--- config.mk ---
export PLATFORM = sky130hd
export DESIGN_NAME = vram_writer_flat
export DESIGN_NICKNAME = d
export VERILOG_FILES = /design/src/rtl/vga_pkg.sv /design/src/rtl/vram_writer_if.sv /design/src/rtl/font_rom.sv /design/src/rtl/vram_writer.sv /design/src/flat_wrapper.sv
export SDC_FILE = /design/constraint.sdc
export NUM_CORES = 1
export LEC_CHECK = 0
export CORE_ASPECT_RATIO = 1.1
export CORE_MARGIN = 5
export CORE_UTILIZATION = 53
export CTS_CLUSTER_SIZE = 14
export DETAILED_ROUTE_END_ITERATION = 8
export HOLD_SLACK_MARGIN = 0.1
export PLACE_DENSITY_LB_ADDON = 0.1
export SLEW_MARGIN = 20
export SYNTH_ARGS = -nofsm -noshare
export SYNTH_HDL_FRONTEND = slang
export SYNTH_SLANG_ARGS = --single-unit
--- constraint.sdc ---
create_clock -name Clk -period 3.55 [get_ports Clk]
set_input_delay 0.71 -clock Clk [delete_from_list [all_inputs] [get_ports Clk]]
set_output_delay 0.71 -clock Clk [all_outputs]
set_load 0.02 [all_outputs]
--- src/rtl/vga_pkg.sv ---
// vga_pkg -- shared definitions for the glyph-to-VRAM writer.
//   DEF_GLYPH_ROWS / DEF_GLYPH_COLS : default glyph geometry (rows, pixels per row)
//   VRAM_ADDR_W                     : VRAM word address width {region, row}
//   wr_state_t                      : writer FSM states
//   glyph_t                         : glyph codes accepted on Letra
//   glyph_row()                     : font bitmap, bit 15 = leftmost pixel
package vga_pkg;

  localparam int DEF_GLYPH_ROWS = 16;
  localparam int DEF_GLYPH_COLS = 16;
  localparam int VRAM_ADDR_W    = 5;

  typedef enum logic [1:0] {
    ST_IDLE       = 2'd0,
    ST_WAIT_BLANK = 2'd1,
    ST_FETCH      = 2'd2,
    ST_WRITE      = 2'd3
  } wr_state_t;

  typedef enum logic [1:0] {
    GLYPH_BLANK = 2'd0,
    GLYPH_A     = 2'd1,
    GLYPH_B     = 2'd2,
    GLYPH_SOLID = 2'd3
  } glyph_t;

  function automatic logic [15:0] glyph_row(glyph_t code, logic [3:0] row);
    logic [15:0] a_bits;
    logic [15:0] b_bits;
    case (row)
      4'd1:    begin a_bits = 16'h03C0; b_bits = 16'h1FE0; end
      4'd2:    begin a_bits = 16'h0660; b_bits = 16'h1830; end
      4'd3:    begin a_bits = 16'h0C30; b_bits = 16'h1818; end
      4'd4:    begin a_bits = 16'h0C30; b_bits = 16'h1818; end
      4'd5:    begin a_bits = 16'h1818; b_bits = 16'h1830; end
      4'd6:    begin a_bits = 16'h1818; b_bits = 16'h1FE0; end
      4'd7:    begin a_bits = 16'h1FF8; b_bits = 16'h1FE0; end
      4'd8:    begin a_bits = 16'h1FF8; b_bits = 16'h1830; end
      4'd9:    begin a_bits = 16'h1818; b_bits = 16'h1818; end
      4'd10:   begin a_bits = 16'h1818; b_bits = 16'h1818; end
      4'd11:   begin a_bits = 16'h1818; b_bits = 16'h1818; end
      4'd12:   begin a_bits = 16'h1818; b_bits = 16'h1830; end
      4'd13:   begin a_bits = 16'h1818; b_bits = 16'h1FE0; end
      default: begin a_bits = 16'h0000; b_bits = 16'h0000; end
    endcase
    case (code)
      GLYPH_A:     return a_bits;
      GLYPH_B:     return b_bits;
      GLYPH_SOLID: return 16'hFFFF;
      default:     return 16'h0000;
    endcase
  endfunction

endpackage

--- src/rtl/vram_writer_if.sv ---
// vram_writer_if -- command inputs and VRAM write port of the glyph writer.
//   Boton, Region, Letra, VBlank : command side (driven by master)
//   VRAM_WrEn, VRAM_Addr, VRAM_Data, Busy, Done : writer outputs (driven by slave)
interface vram_writer_if
  import vga_pkg::*;
#(
  parameter int DATA_W = DEF_GLYPH_COLS,
  parameter int ADDR_W = VRAM_ADDR_W
);
  logic              Boton;
  logic              Region;
  logic [1:0]        Letra;
  logic              VBlank;
  logic              VRAM_WrEn;
  logic [ADDR_W-1:0] VRAM_Addr;
  logic [DATA_W-1:0] VRAM_Data;
  logic              Busy;
  logic              Done;

  modport master (
    output Boton, Region, Letra, VBlank,
    input  VRAM_WrEn, VRAM_Addr, VRAM_Data, Busy, Done
  );

  modport slave (
    input  Boton, Region, Letra, VBlank,
    output VRAM_WrEn, VRAM_Addr, VRAM_Data, Busy, Done
  );
endinterface

--- src/rtl/font_rom.sv ---
// font_rom -- 4-glyph synchronous font ROM, one word per glyph row.
//   Clk  : clock
//   addr : {glyph code, row}
//   data : glyph row, valid one cycle after addr (registered read)
module font_rom
  import vga_pkg::*;
#(
  parameter  int ROWS  = DEF_GLYPH_ROWS,
  parameter  int COLS  = DEF_GLYPH_COLS,
  localparam int ROW_W = $clog2(ROWS)
) (
  input  logic              Clk,
  input  logic [ROW_W+1:0]  addr,
  output logic [COLS-1:0]   data
);

  logic [COLS-1:0] rom [0:4*ROWS-1];

  genvar gi;
  generate
    for (gi = 0; gi < 4 * ROWS; gi++) begin : g_rom
      assign rom[gi] = COLS'(glyph_row(glyph_t'(gi / ROWS), 4'(gi % ROWS)));
    end
  endgenerate

  always_ff @(posedge Clk) begin
    data <= rom[addr];
  end

endmodule

--- src/rtl/vram_writer.sv ---
// vram_writer -- copies one glyph into a VRAM screen region on a button press,
// writing only while the display is in vertical blanking.
//   Clk  : system clock          Rst : asynchronous active-high reset
//   bus  : vram_writer_if.slave  (Boton/Region/Letra/VBlank in,
//          VRAM_WrEn/VRAM_Addr/VRAM_Data/Busy/Done out)
module vram_writer
  import vga_pkg::*;
#(
  parameter int GLYPH_ROWS = DEF_GLYPH_ROWS,
  parameter int GLYPH_COLS = DEF_GLYPH_COLS
) (
  input  logic         Clk,
  input  logic         Rst,
  vram_writer_if.slave bus
);

  localparam int ROW_W = $clog2(GLYPH_ROWS);
  localparam logic [ROW_W-1:0] LAST_ROW = ROW_W'(GLYPH_ROWS - 1);

  // Button synchronizer plus one edge-detect flop; all idle high so that
  // leaving reset never looks like a press.
  logic sync1_reg, sync2_reg, btn_prev_reg;
  logic press;

  always_ff @(posedge Clk or posedge Rst) begin
    if (Rst) begin
      sync1_reg    <= 1'b1;
      sync2_reg    <= 1'b1;
      btn_prev_reg <= 1'b1;
    end else begin
      sync1_reg    <= bus.Boton;
      sync2_reg    <= sync1_reg;
      btn_prev_reg <= sync2_reg;
    end
  end

  assign press = btn_prev_reg & ~sync2_reg;

  wr_state_t        state_reg, state_next;
  logic [ROW_W-1:0] row_reg;
  logic             region_reg;
  glyph_t           letra_reg;
  logic             done_reg;
  logic [GLYPH_COLS-1:0] rom_data;

  font_rom #(.ROWS(GLYPH_ROWS), .COLS(GLYPH_COLS)) u_font_rom (
    .Clk  (Clk),
    .addr ({letra_reg, row_reg}),
    .data (rom_data)
  );

  // State register
  always_ff @(posedge Clk or posedge Rst) begin
    if (Rst) state_reg <= ST_IDLE;
    else     state_reg <= state_next;
  end

  // Command registers and row counter. The counter stops at the last row,
  // so it never wraps inside a command.
  always_ff @(posedge Clk or posedge Rst) begin
    if (Rst) begin
      row_reg    <= '0;
      region_reg <= 1'b0;
      letra_reg  <= GLYPH_BLANK;
      done_reg   <= 1'b0;
    end else begin
      done_reg <= 1'b0;
      case (state_reg)
        ST_IDLE: begin
          if (press) begin
            region_reg <= bus.Region;
            letra_reg  <= glyph_t'(bus.Letra);
            row_reg    <= '0;
          end
        end
        ST_WRITE: begin
          if (row_reg == LAST_ROW) done_reg <= 1'b1;
          else                     row_reg  <= row_reg + 1'b1;
        end
        default: ;
      endcase
    end
  end

  // Next-state logic
  always_comb begin
    state_next = state_reg;
    case (state_reg)
      ST_IDLE:       if (press) state_next = ST_WAIT_BLANK;
      ST_WAIT_BLANK: if (bus.VBlank) state_next = ST_FETCH;
      ST_FETCH:      state_next = ST_WRITE;
      ST_WRITE: begin
        if (row_reg == LAST_ROW) state_next = ST_IDLE;
        else if (bus.VBlank)     state_next = ST_FETCH;
        else                     state_next = ST_WAIT_BLANK;
      end
      default:       state_next = ST_IDLE;
    endcase
  end

  // Outputs: the write port is zero except in WRITE, where the ROM word
  // fetched in the preceding FETCH cycle is on rom_data.
  always_comb begin
    bus.VRAM_WrEn = 1'b0;
    bus.VRAM_Addr = '0;
    bus.VRAM_Data = '0;
    bus.Busy      = (state_reg != ST_IDLE);
    bus.Done      = done_reg;
    if (state_reg == ST_WRITE) begin
      bus.VRAM_WrEn = 1'b1;
      bus.VRAM_Addr = {region_reg, row_reg};
      bus.VRAM_Data = rom_data;
    end
  end

endmodule

--- src/flat_wrapper.sv ---
// flat-port wrapper written by rule: the top's interface ports become plain ports
module vram_writer_flat import vga_pkg::*;
#(
  parameter int GLYPH_ROWS = DEF_GLYPH_ROWS,
  parameter int GLYPH_COLS = DEF_GLYPH_COLS
)
  (Clk, Rst, bus_Boton, bus_Region, bus_Letra, bus_VBlank, bus_VRAM_WrEn, bus_VRAM_Addr, bus_VRAM_Data, bus_Busy, bus_Done);
  vram_writer_if bus_i ();
  input  logic Clk;
  input  logic Rst;
  input wire logic [$bits(bus_i.Boton)-1:0] bus_Boton;
  input wire logic [$bits(bus_i.Region)-1:0] bus_Region;
  input wire logic [$bits(bus_i.Letra)-1:0] bus_Letra;
  input wire logic [$bits(bus_i.VBlank)-1:0] bus_VBlank;
  output wire logic [$bits(bus_i.VRAM_WrEn)-1:0] bus_VRAM_WrEn;
  output wire logic [$bits(bus_i.VRAM_Addr)-1:0] bus_VRAM_Addr;
  output wire logic [$bits(bus_i.VRAM_Data)-1:0] bus_VRAM_Data;
  output wire logic [$bits(bus_i.Busy)-1:0] bus_Busy;
  output wire logic [$bits(bus_i.Done)-1:0] bus_Done;
  assign bus_i.Boton = bus_Boton;
  assign bus_i.Region = bus_Region;
  assign bus_i.Letra = bus_Letra;
  assign bus_i.VBlank = bus_VBlank;
  assign bus_VRAM_WrEn = bus_i.VRAM_WrEn;
  assign bus_VRAM_Addr = bus_i.VRAM_Addr;
  assign bus_VRAM_Data = bus_i.VRAM_Data;
  assign bus_Busy = bus_i.Busy;
  assign bus_Done = bus_i.Done;
  vram_writer #(.GLYPH_ROWS(GLYPH_ROWS), .GLYPH_COLS(GLYPH_COLS)) u_core (.Clk(Clk), .Rst(Rst), .bus(bus_i));
endmodule
==> results of run 1 <==
power by group through the flow:
stage	sequential (W)	combinational [W]	clock, W
floorplan	0.000381	0.000556	0
global placement	0.000417	0.000697	0
detailed placement	0.000425	0.000718	0
CTS	0.000419	0.000723	0.000140
global route	0.000435	0.000789	0.000150
finish	0.000418	0.000714	0.000133
worst max path at each step:
stage                   startpoint           endpoint  slack [ns]
2_1_floorplan  u_core.state_reg[0]  bus_VRAM_Data[13]        1.18
3_3_place_gp   u_core.state_reg[0]   bus_VRAM_Data[0]        0.98
3_5_place_dp   u_core.state_reg[0]  bus_VRAM_Data[14]        0.88
6_report       u_core.state_reg[0]  bus_VRAM_Data[14]        0.57
5_1_grt        u_core.state_reg[0]  bus_VRAM_Data[14]        0.38
4_1_cts        u_core.state_reg[0]  bus_VRAM_Data[14]        0.52
metal layers:
metal  share of wire, %  vias up  global-route usage (%)
li1                   -      532                       -
met1                 43      514                    15.6
met2                 51       25                    27.0
met3                4.7        2                    2.07
met4               0.84        0                    6.09
met5                  0        -                       0
area by class of cell:
cell class	count	area, um^2
clock buffer	4	36.3
sequential	22	509
multi-input combinational	100	709
timing repair buffer	30	300
fill	211	837
inverter	11	41.3
tap	31	38.8
critical path, delay by kind of cell (launching register included):
family	cells	cell delay, ns
buffers and inverters	1	0.64
AND/OR/NAND/NOR	1	0.31
adder cells (fa/ha/maj)	1	0.58
flip-flops	1	0.44
cells in the final DEF, fill, tap and decap left out, types with 4 or more instances in the layout:
| cell type | n |
|---|---|
| ha_1 | 12 |
| a21oi_1 | 9 |
| clkdlybuf4s50_1 | 30 |
| mux2_1 | 4 |
| o21ai_1 | 6 |
| inv_1 | 9 |
| and2_1 | 15 |
| nand2_1 | 12 |
| dfrtp_1 | 10 |
| dfxtp_1 | 9 |
| nor2_1 | 6 |
stage by stage:
step                util (%)  cells  worst slack [ns]  hold WS, ns  total power, W
floorplan                  -    147              1.18        0.345        0.000937
global placement        64.7    194             0.978        0.350         0.00111
detailed placement      64.7    194             0.878        0.351         0.00114
CTS                     66.1    198             0.520        0.369         0.00128
global route            66.1    198             0.381        0.378         0.00137
finish                  66.1    198             0.565        0.367         0.00127
cell families (layout without fill, tap and decap cells):
family / count (synthesis) / after routing / synth area share (%)
AND/OR/NAND/NOR: 46 / 46 / 18.5
adder cells (fa/ha/maj): 13 / 13 / 11.9
AO/OA/AOI/OAI: 34 / 34 / 16.1
buffers and inverters: 25 / 45 / 10.1
flip-flops: 22 / 22 / 37.6
multiplexers: 7 / 7 / 5.91
==> results.py, run 1 <==
metrics = {
    "status": {
        "outcome": "finished, final reports clean",
    },
    "die": {
        "core_um2": 2470,
        "starting_density_pct": 54.8,
        "die_w_um": 58.2,
        "placement_rows": 19,
        "floorplan.die.height_um": 63.0,
        "die-area_um2": 3670,
        "io_pins": 31,
    },
    "place": {
        "gpl.final_weighted_congestion": 0.848,
        "post_dp_cell_area_um2": 1600,
        "place.detailed.hpwl_um": 1950,
        "placement.io_buffers": 30,
    },
    "power": {
        "power_switching_share_pct": 42.3,
        "power_leakage_nw": 0.735,
        "internal_power_w": 0.000730,
        "worst_ir_drop_vdd_mv": 0.589,
        "clockPowerShare_pct": 10.5,
        "power_density_nw_per_um2": 774,
        "psw_w": 0.000535,
        "pwr-share-comb_pct": 56.4,
        "power_share_of_the_sequential_group_pct": 33.0,
    },
    "synth": {
        "synth.top_cells.by_count": "and2_1, ha_1, nand2_1",
        "yosys_register_bits": 22,
        "synth.most_common_cell": "and2_1",
        "number_of_enable_flip_flop_cells_after_synthesis": 0,
        "netlist.top_cell.by_area": "dfrtp_1",
        "synth-seq-area-share_pct": 37.6,
        "ys.warnings.count": 0,
        "avgSynthCellArea_um2": 9.22,
        "yosys-top-cells-area": "dfrtp_1, dfxtp_1, ha_1, and2_1, dfstp_2",
        "synthesis.nets": 166,
        "synth.lib_cells_used.distinct": 40,
        "netlist_instances": 147,
        "mappedNetlistArea_um2": 1360,
        "ys.flop_type": "dfrtp_1",
        "asyncSetResetFlopFracSynth_pct": 59.1,
        "synth_top_area_share_pct": 18.5,
    },
    "global_route": {
        "grt_first_pass_wirelength_um": 4300,
        "antenna_violations_before_repair": 0,
        "grt-ovfl-total": 0,
        "grt_start_max_net_pins": 23,
        "grt_pass1_vias": 1089,
        "grtUsageTotal_pct": 14.4,
    },
    "clocking": {
        "cts_resized": 0,
        "cts-hold-fix-buffers": 0,
        "cts_max_level": 1,
        "cts-buffers-inserted": 3,
        "cts.reportedPaths.clkPinSlew_ns": 0.12,
        "clockBufferDepth": 2,
        "cts-root-buf": "clkbuf_4",
        "clock_sinks": 22,
        "insertion_delay_ns": 0.30,
        "cts_tree": "built",
        "post_cts_buffers": 0,
    },
    "timing": {
        "timing_max_transition_violations_final": 0,
        "finalHoldViolations": 0,
        "timing.max_slew.rel_slack_pct": 56.6,
        "grt_setup_unrepaired": "no",
        "finalSetupTns_ns": 0,
        "worst_clock_skew_ns": 0.00888,
        "finalWorstPathRequiredPeriod_ns": 2.98,
        "final.period_utilization_pct": 84.1,
        "timing.fmax_ghz": 0.335,
        "worstMarginPinSlew_ns": 0.651,
        "timing.final.setup_violations": 0,
    },
    "detailed_routing": {
        "via_per_inst": 5.42,
        "vias": 1073,
        "drt-wirelength-per-cell_um": 12.7,
        "drtPass1Iterations": 4,
        "antenna_violating_nets_post_route": 0,
        "wirelength_um": 2510,
        "drt_first_iter_violations": 11,
        "drc_errors": 0,
    },
    "worst_setup_path": {
        "ordered_cell_list_for_the_critical_path": "ha_1 > and2_1 > clkdlybuf4s50_1",
        "crit_path_max_incr_delay_ns": 0.64,
        "cp_max_fo": 22,
        "timing_worst_setup_path_type": "flop to output port",
        "end_kind": "output port",
        "worst_r2r_startpoint": "u_core.row_reg[3]",
        "crit_required_ns": 2.84,
        "critPathArrivalTime_ns": 2.27,
        "ff2ff_setup_slack_ns": 1.84,
        "cp_launch_type": "flop",
        "reg2reg_depth": 4,
        "r2r_end": "u_core.u_font_rom.data[10]",
        "slowest_stage": "clkdlybuf4s50_1",
    },
    "worst_hold_path": {
        "timing.hold.worst_endpoint": "u_core.sync2_reg",
        "hold-path-cell-count": 0,
        "hold_path_startpoint": "u_core.sync1_reg",
        "min-delay-path-class": "flop to flop",
    },
    "layout": {
        "finish.net_count": 187,
        "antenna_cells": 0,
        "largest_register_ff_count": 9,
        "layout.cell_area.non_filler_um2": 1640,
        "syn2layout_area_growth_pct": 20.7,
        "final_layout_size_suffix_gt1_share_pct": 9.58,
    },
    "run": {
        "cap_viol_max_count": 0,
    },
}
No activity file was read; power rests on OpenSTA's default activity.
==> inputs of run 2 (changes only) <==
CORE_UTILIZATION = 45   (was 53)
clock period = 2.65 ns   (was 3.55 ns; I/O delays follow)
==> run 2 against run 1 <==
Worst hold slack worse by 0.0013 ns. Cell count up 2.0%. First-iteration DRC count unchanged. Sequential share of layout area down 0.86 points. Sequential cell count unchanged. Cell area up 2.8%. Wire length up 4.3%. Clock-buffer cell count down 1. Critical endpoint is now bus_VRAM_Addr[1].
==> results.py, run 2 (synthesis results as in run 1) <==
metrics = {
    "die": {
        "die_w_um": 62.3,
        "floorplan.die.height_um": 67.6,
        "starting_density_pct": 47.9,
        "placement_rows": 20,
        "io_pins": 31,
        "die-area_um2": 4210,
        "core_um2": 2830,
    },
    "layout": {
        "final_layout_size_suffix_gt1_share_pct": 11.2,
        "instances_no_fill": 202,
        "largest_register_ff_count": 9,
        "syn2layout_area_growth_pct": 24.1,
        "antenna_cells": 0,
        "finish.net_count": 189,
        "most-common-layout-cells": "clkdlybuf4s50_1, and2_1, nand2_1",
        "most_common_library_cell_in_the_layout_ignoring_fill_and_taps": "clkdlybuf4s50_1",
    },
    "global_route": {
        "grt-ovfl-total": 0,
        "grt_first_pass_wirelength_um": 4490,
        "grtUsageTotal_pct": 13.1,
        "grt_pass1_vias": 1018,
        "antenna_violations_before_repair": 0,
        "grt_start_max_net_pins": 20,
    },
    "power": {
        "finalPower_w": 0.00180,
        "power_switching_share_pct": 40.8,
        "power_leakage_nw": 0.753,
        "internal_power_w": 0.00107,
        "psw_w": 0.000734,
        "pwr-share-comb_pct": 54.3,
        "worst_ir_drop_vdd_mv": 0.648,
        "clockPowerShare_pct": 14.2,
        "power_density_nw_per_um2": 1070,
        "power_share_of_the_sequential_group_pct": 31.5,
    },
    "worst_setup_path": {
        "crit_path_max_incr_delay_ns": 0.60,
        "setup.worst_path.start": "u_core.state_reg[0]",
        "worst_path_buf_inv": 2,
        "timing_worst_setup_path_type": "flop to output port",
        "ordered_cell_list_for_the_critical_path": "ha_4 > buf_4 > and2_1 > clkdlybuf4s50_1",
        "cp_launch_type": "flop",
        "crit_required_ns": 2.12,
        "worst_r2r_startpoint": "u_core.row_reg[1]",
        "end_kind": "output port",
        "cp_max_fo": 12,
        "slowest_stage": "clkdlybuf4s50_1",
        "critPathArrivalTime_ns": 1.95,
        "path_delay_family": "buffers and inverters",
    },
    "detailed_routing": {
        "drc_errors": 0,
        "drt-wirelength-per-cell_um": 13.0,
        "wirelength_um": 2620,
        "drt_first_iter_violations": 11,
        "drtPass1Iterations": 6,
        "antenna_violating_nets_post_route": 0,
        "vias": 1047,
        "via_per_inst": 5.18,
    },
    "clocking": {
        "post_cts_buffers": 0,
        "cts-buffers-inserted": 3,
        "clockBufferDepth": 2,
        "clock_sinks": 22,
        "cts_resized": 1,
        "cts_max_level": 1,
        "cts-root-buf": "clkbuf_4",
        "cts_tree": "built",
        "insertion_delay_ns": 0.30,
        "cts.reportedPaths.clkPinSlew_ns": 0.12,
        "cts-hold-fix-buffers": 0,
    },
    "timing": {
        "worst_slack_ns": 0.175,
        "finalSetupTns_ns": 0,
        "worst_clock_skew_ns": 0.00293,
        "timing.fmax_ghz": 0.404,
        "worstMarginPinSlew_ns": 0.512,
        "timing.final.setup_violations": 0,
        "timing_max_transition_violations_final": 0,
        "finalWorstPathRequiredPeriod_ns": 2.48,
        "finalHoldViolations": 0,
        "grt_setup_unrepaired": "no",
        "timing.max_slew.rel_slack_pct": 65.8,
        "final.period_utilization_pct": 93.4,
    },
    "status": {
        "outcome": "finished, final reports clean",
    },
    "place": {
        "instance_count_after_placement_with_tap_cells_included": 198,
        "gpl.final_weighted_congestion": 0.823,
        "placement.io_buffers": 30,
        "place.detailed.hpwl_um": 1970,
        "dp_worst_setup_slack_ns": 0.360,
    },
    "worst_hold_path": {
        "hold_path_startpoint": "u_core.sync1_reg",
        "min-delay-path-class": "flop to flop",
    },
    "run": {
        "cap_viol_max_count": 0,
    },
}
[run 2: changes by cell type in the layout (fill, tap and decap cells not counted)]
cell       previous run  this run
ha_1                 12        11
buf_4                 0         2
ha_4                  0         1
bufinv_16             0         1
clkbuf_8              1         0
[run 2: routing by layer]
layer / global-route usage [%] / routed length [um] / share of wire, % / vias to the layer above
met3: 3.49 / 141 / 5.4 / 2
li1: - / - / - / 538
met5: 0 / 0 / 0 / -
met4: 3.98 / 12 / 0.46 / 0
met1: 14.7 / 1150 / 44 / 483
met2: 24.5 / 1310 / 50 / 24
[run 2: final timing paths]
path | end | slack [ns] | cells after the start
min reg2reg | u_core.sync2_reg | 0.37 | 0
max in group asynchronous | u_core.sync2_reg | 1.74 | 2
max reg2reg | u_core.u_font_rom.data[10] | 0.96 | 6
min | u_core.sync2_reg | 0.37 | 0
max | bus_VRAM_Addr[1] | 0.17 | 4
min in group asynchronous | u_core.row_reg[3] | 0.55 | 2
[run 2: area by class of cell]
type                    count  area, um^2
flip-flops and latches     22         509
fillers                   248        1150
well taps                  33        41.3
clock buffers               3        22.5
clock inverters             1        30.0
repair buffers             32         315
multi-input cells         100         722
inverters                  11        41.3
[run 2: power groups by stage]
stage | Sequential [W] | Clock (W) | Combinational [W]
after floorplan | 0.000510 | 0 | 0.000745
after global placement | 0.000563 | 0 | 0.000951
after detailed placement | 0.000569 | 0 | 0.000966
after CTS | 0.000562 | 0.000264 | 0.000978
after global routing | 0.000592 | 0.000280 | 0.00109
final | 0.000567 | 0.000256 | 0.000976
[run 2: worst reg2reg max path, cell delays in order (launching register included)]
cell and delay [ns]:
dfrtp_1 0.50, inv_1 0.14, ha_1 0.23, mux2_4 0.26, a221o_1 0.29, nand2_1 0.09
o21ai_1 0.07
[run 2: metrics by stage]
| stage | utilization (%) | area, um^2 | hold WS, ns |
|---|---|---|---|
| floorplan | - | 1360 | 0.345 |
| global route | 59.5 | 1680 | 0.377 |
| detailed placement | 57.2 | 1620 | 0.349 |
| global placement | 57.2 | 1620 | 0.347 |
| CTS | 59.1 | 1670 | 0.368 |
| finish | 59.5 | 1680 | 0.366 |
==> inputs of run 3 (changes only) <==
--- a/config.mk
+++ b/config.mk
@@ -13,4 +13,5 @@
 export HOLD_SLACK_MARGIN = 0.1
 export PLACE_DENSITY_LB_ADDON = 0.1
+export REMOVE_ABC_BUFFERS = 1
 export SLEW_MARGIN = 20
 export SYNTH_ARGS = -nofsm -noshare
==> constraint.sdc (replaced) <==
create_clock -name Clk -period 2.65 [get_ports Clk]
set_input_delay 0.53 -clock Clk [delete_from_list [all_inputs] [get_ports Clk]]
set_output_delay 0.53 -clock Clk [all_outputs]
set_load 0.005 [all_outputs]
==> run 3 against run 2 <==
Clock-buffer cell count is 1 higher. Cell count is 0.50% lower. Sequential power is 2% lower. Wire length is 7.1% lower. Setup slack worse by 0.012 ns. Via count is 0.86% higher. Cell area is 2.0% lower. Maximum frequency is 0.48% lower. Sequential cell count stayed put. Clock skew is 0.0046 ns higher. First-iteration DRC count grew to 2.6 times the previous value.
==> results.py, run 3 (synthesis results as in run 1) <==
metrics = {
    "clocking": {
        "cts.reportedPaths.clkPinSlew_ns": 0.12,
        "cts-buffers-inserted": 3,
        "clock_sinks": 22,
        "clockBufferDepth": 2,
        "insertion_delay_ns": 0.30,
        "cts-hold-fix-buffers": 0,
        "cts_max_level": 1,
        "cts_tree": "built",
        "cts-root-buf": "clkbuf_4",
    },
    "detailed_routing": {
        "vias": 1056,
        "drt_first_iter_violations": 29,
        "drt-wirelength-per-cell_um": 12.1,
        "wirelength_um": 2430,
        "antenna_violating_nets_post_route": 0,
        "drc_errors": 0,
        "via_per_inst": 5.25,
        "drtPass1Iterations": 4,
    },
    "power": {
        "power_leakage_nw": 0.739,
        "power_density_nw_per_um2": 952,
        "finalPower_w": 0.00157,
        "worst_ir_drop_vdd_mv": 0.562,
    },
    "worst_setup_path": {
        "worst_r2r_startpoint": "u_core.row_reg[1]",
        "critPathArrivalTime_ns": 1.96,
        "ordered_cell_list_for_the_critical_path": "ha_2 > and2_1 > clkdlybuf4s50_1",
        "reg2reg_depth": 6,
        "slowest_stage": "clkdlybuf4s50_1",
        "r2r_end": "u_core.u_font_rom.data[10]",
        "crit_required_ns": 2.12,
        "ff2ff_setup_slack_ns": 0.96,
        "timing_worst_setup_path_type": "flop to output port",
        "crit_path_max_incr_delay_ns": 0.53,
        "cp_max_fo": 22,
        "cp_launch_type": "flop",
        "end_kind": "output port",
    },
    "die": {
        "die_w_um": 62.3,
        "placement_rows": 20,
        "core_um2": 2830,
        "io_pins": 31,
        "floorplan.die.height_um": 67.6,
        "starting_density_pct": 47.9,
        "die-area_um2": 4210,
    },
    "global_route": {
        "grt-ovfl-total": 0,
        "grt_start_max_net_pins": 23,
        "grt_first_pass_wirelength_um": 4240,
        "antenna_violations_before_repair": 0,
        "grtUsageTotal_pct": 12.1,
        "grt_pass1_vias": 986,
    },
    "run": {
        "cap_viol_max_count": 0,
    },
    "layout": {
        "syn2layout_area_growth_pct": 21.6,
        "multi_input_gate_area_um2": 712,
        "most-common-layout-cells": "clkdlybuf4s50_1, and2_1, nand2_1",
        "most_common_library_cell_in_the_layout_ignoring_fill_and_taps": "clkdlybuf4s50_1",
        "seqCellArea_um2": 509,
        "antenna_cells": 0,
        "largest_register_ff_count": 9,
        "finish.net_count": 188,
        "final_layout_size_suffix_gt1_share_pct": 10.7,
        "n_fill_cell": 282,
    },
    "worst_hold_path": {
        "hold-path-cell-count": 0,
        "hold_path_startpoint": "u_core.sync1_reg",
        "min-delay-path-class": "flop to flop",
        "timing.hold.worst_endpoint": "u_core.sync2_reg",
    },
    "timing": {
        "timing_max_transition_violations_final": 0,
        "timing.final.setup_violations": 0,
        "timing.fmax_ghz": 0.402,
        "timing.max_slew.rel_slack_pct": 67.1,
        "grt_setup_unrepaired": "no",
        "worstMarginPinSlew_ns": 0.493,
        "final.period_utilization_pct": 93.8,
        "finalHoldViolations": 0,
        "finalSetupTns_ns": 0,
        "finalWorstPathRequiredPeriod_ns": 2.49,
        "worst_clock_skew_ns": 0.00754,
    },
    "place": {
        "gpl.final_weighted_congestion": 0.804,
        "placement.io_buffers": 30,
        "place.detailed.hpwl_um": 1900,
    },
    "status": {
        "outcome": "finished, final reports clean",
    },
}
run 3: cell count changes in the layout (fill, tap and decap cells not counted):
cell	change
clkbuf_8	+1
buf_4	-1
ha_4	-1
bufinv_16	-1
ha_2	+1
run 3: final cells by class:
| cell class | instances | share of cell area, % |
|---|---|---|
| Sequential cell | 22 | 30.9 |
| Tap cell | 33 | 2.51 |
| Inverter | 11 | 2.51 |
| Clock buffer | 4 | 2.20 |
| Multi-Input combinational cell | 100 | 43.2 |
| Timing Repair Buffer | 31 | 18.7 |
run 3: report_power, final:
group	total [W]	leakage, nW	internal [W]	switching, W
clock	0.000183	0.0210	0.0000838	0.0000992
sequential	0.000555	0.233	0.000454	0.000101
combinational	0.000830	0.485	0.000440	0.000391
total	0.00157	0.739	0.000977	0.000591
run 3: worst max-delay path by stage:
stage,startpoint,endpoint,slack (ns),cells after the start
2_1_floorplan,u_core.state_reg[0],bus_VRAM_Data[0],0.95,2
3_3_place_gp,u_core.state_reg[0],bus_VRAM_Data[14],0.37,3
3_5_place_dp,u_core.state_reg[0],bus_VRAM_Data[15],0.30,3
4_1_cts,u_core.state_reg[0],bus_VRAM_Data[15],0.13,3
5_1_grt,u_core.state_reg[0],bus_VRAM_Data[1],0.03,3
6_report,u_core.state_reg[0],bus_VRAM_Data[15],0.16,3
run 3: timing repair:
item                                    CTS  global route
resized for setup                         1             0
endpoints found under the setup margin    6             0
setup buffers                             0             0
run 3: per-stage QoR:
| stage | util (%) | instances | area [um^2] | hold WS (ns) | worst slack [ns] |
|---|---|---|---|---|---|
| after floorplan | - | 133 | 1260 | 0.345 | 0.952 |
| after global placement | 56.9 | 197 | 1610 | 0.346 | 0.373 |
| after detailed placement | 56.9 | 197 | 1610 | 0.347 | 0.297 |
| after CTS | 58.3 | 201 | 1650 | 0.366 | 0.129 |
| after global routing | 58.3 | 201 | 1650 | 0.373 | 0.0270 |
| final | 58.3 | 201 | 1650 | 0.365 | 0.163 |
run 3: metal layers:
metal / vias to the layer above / global-route usage (%) / routed length, um
li1: 538 / - / -
met1: 481 / 14.2 / 1030
met2: 33 / 20.7 / 1200
met3: 4 / 3.49 / 182
met4: 0 / 5.04 / 23
met5: - / 0 / 0
run 3: worst max-delay path: cells and delay by family, from the launching register on:
kind | cells | cell delay [ns]
adders and majority gates | 1 | 0.41
DFF | 1 | 0.44
and+or+nand+nor | 1 | 0.27
buffers and inverters | 1 | 0.53
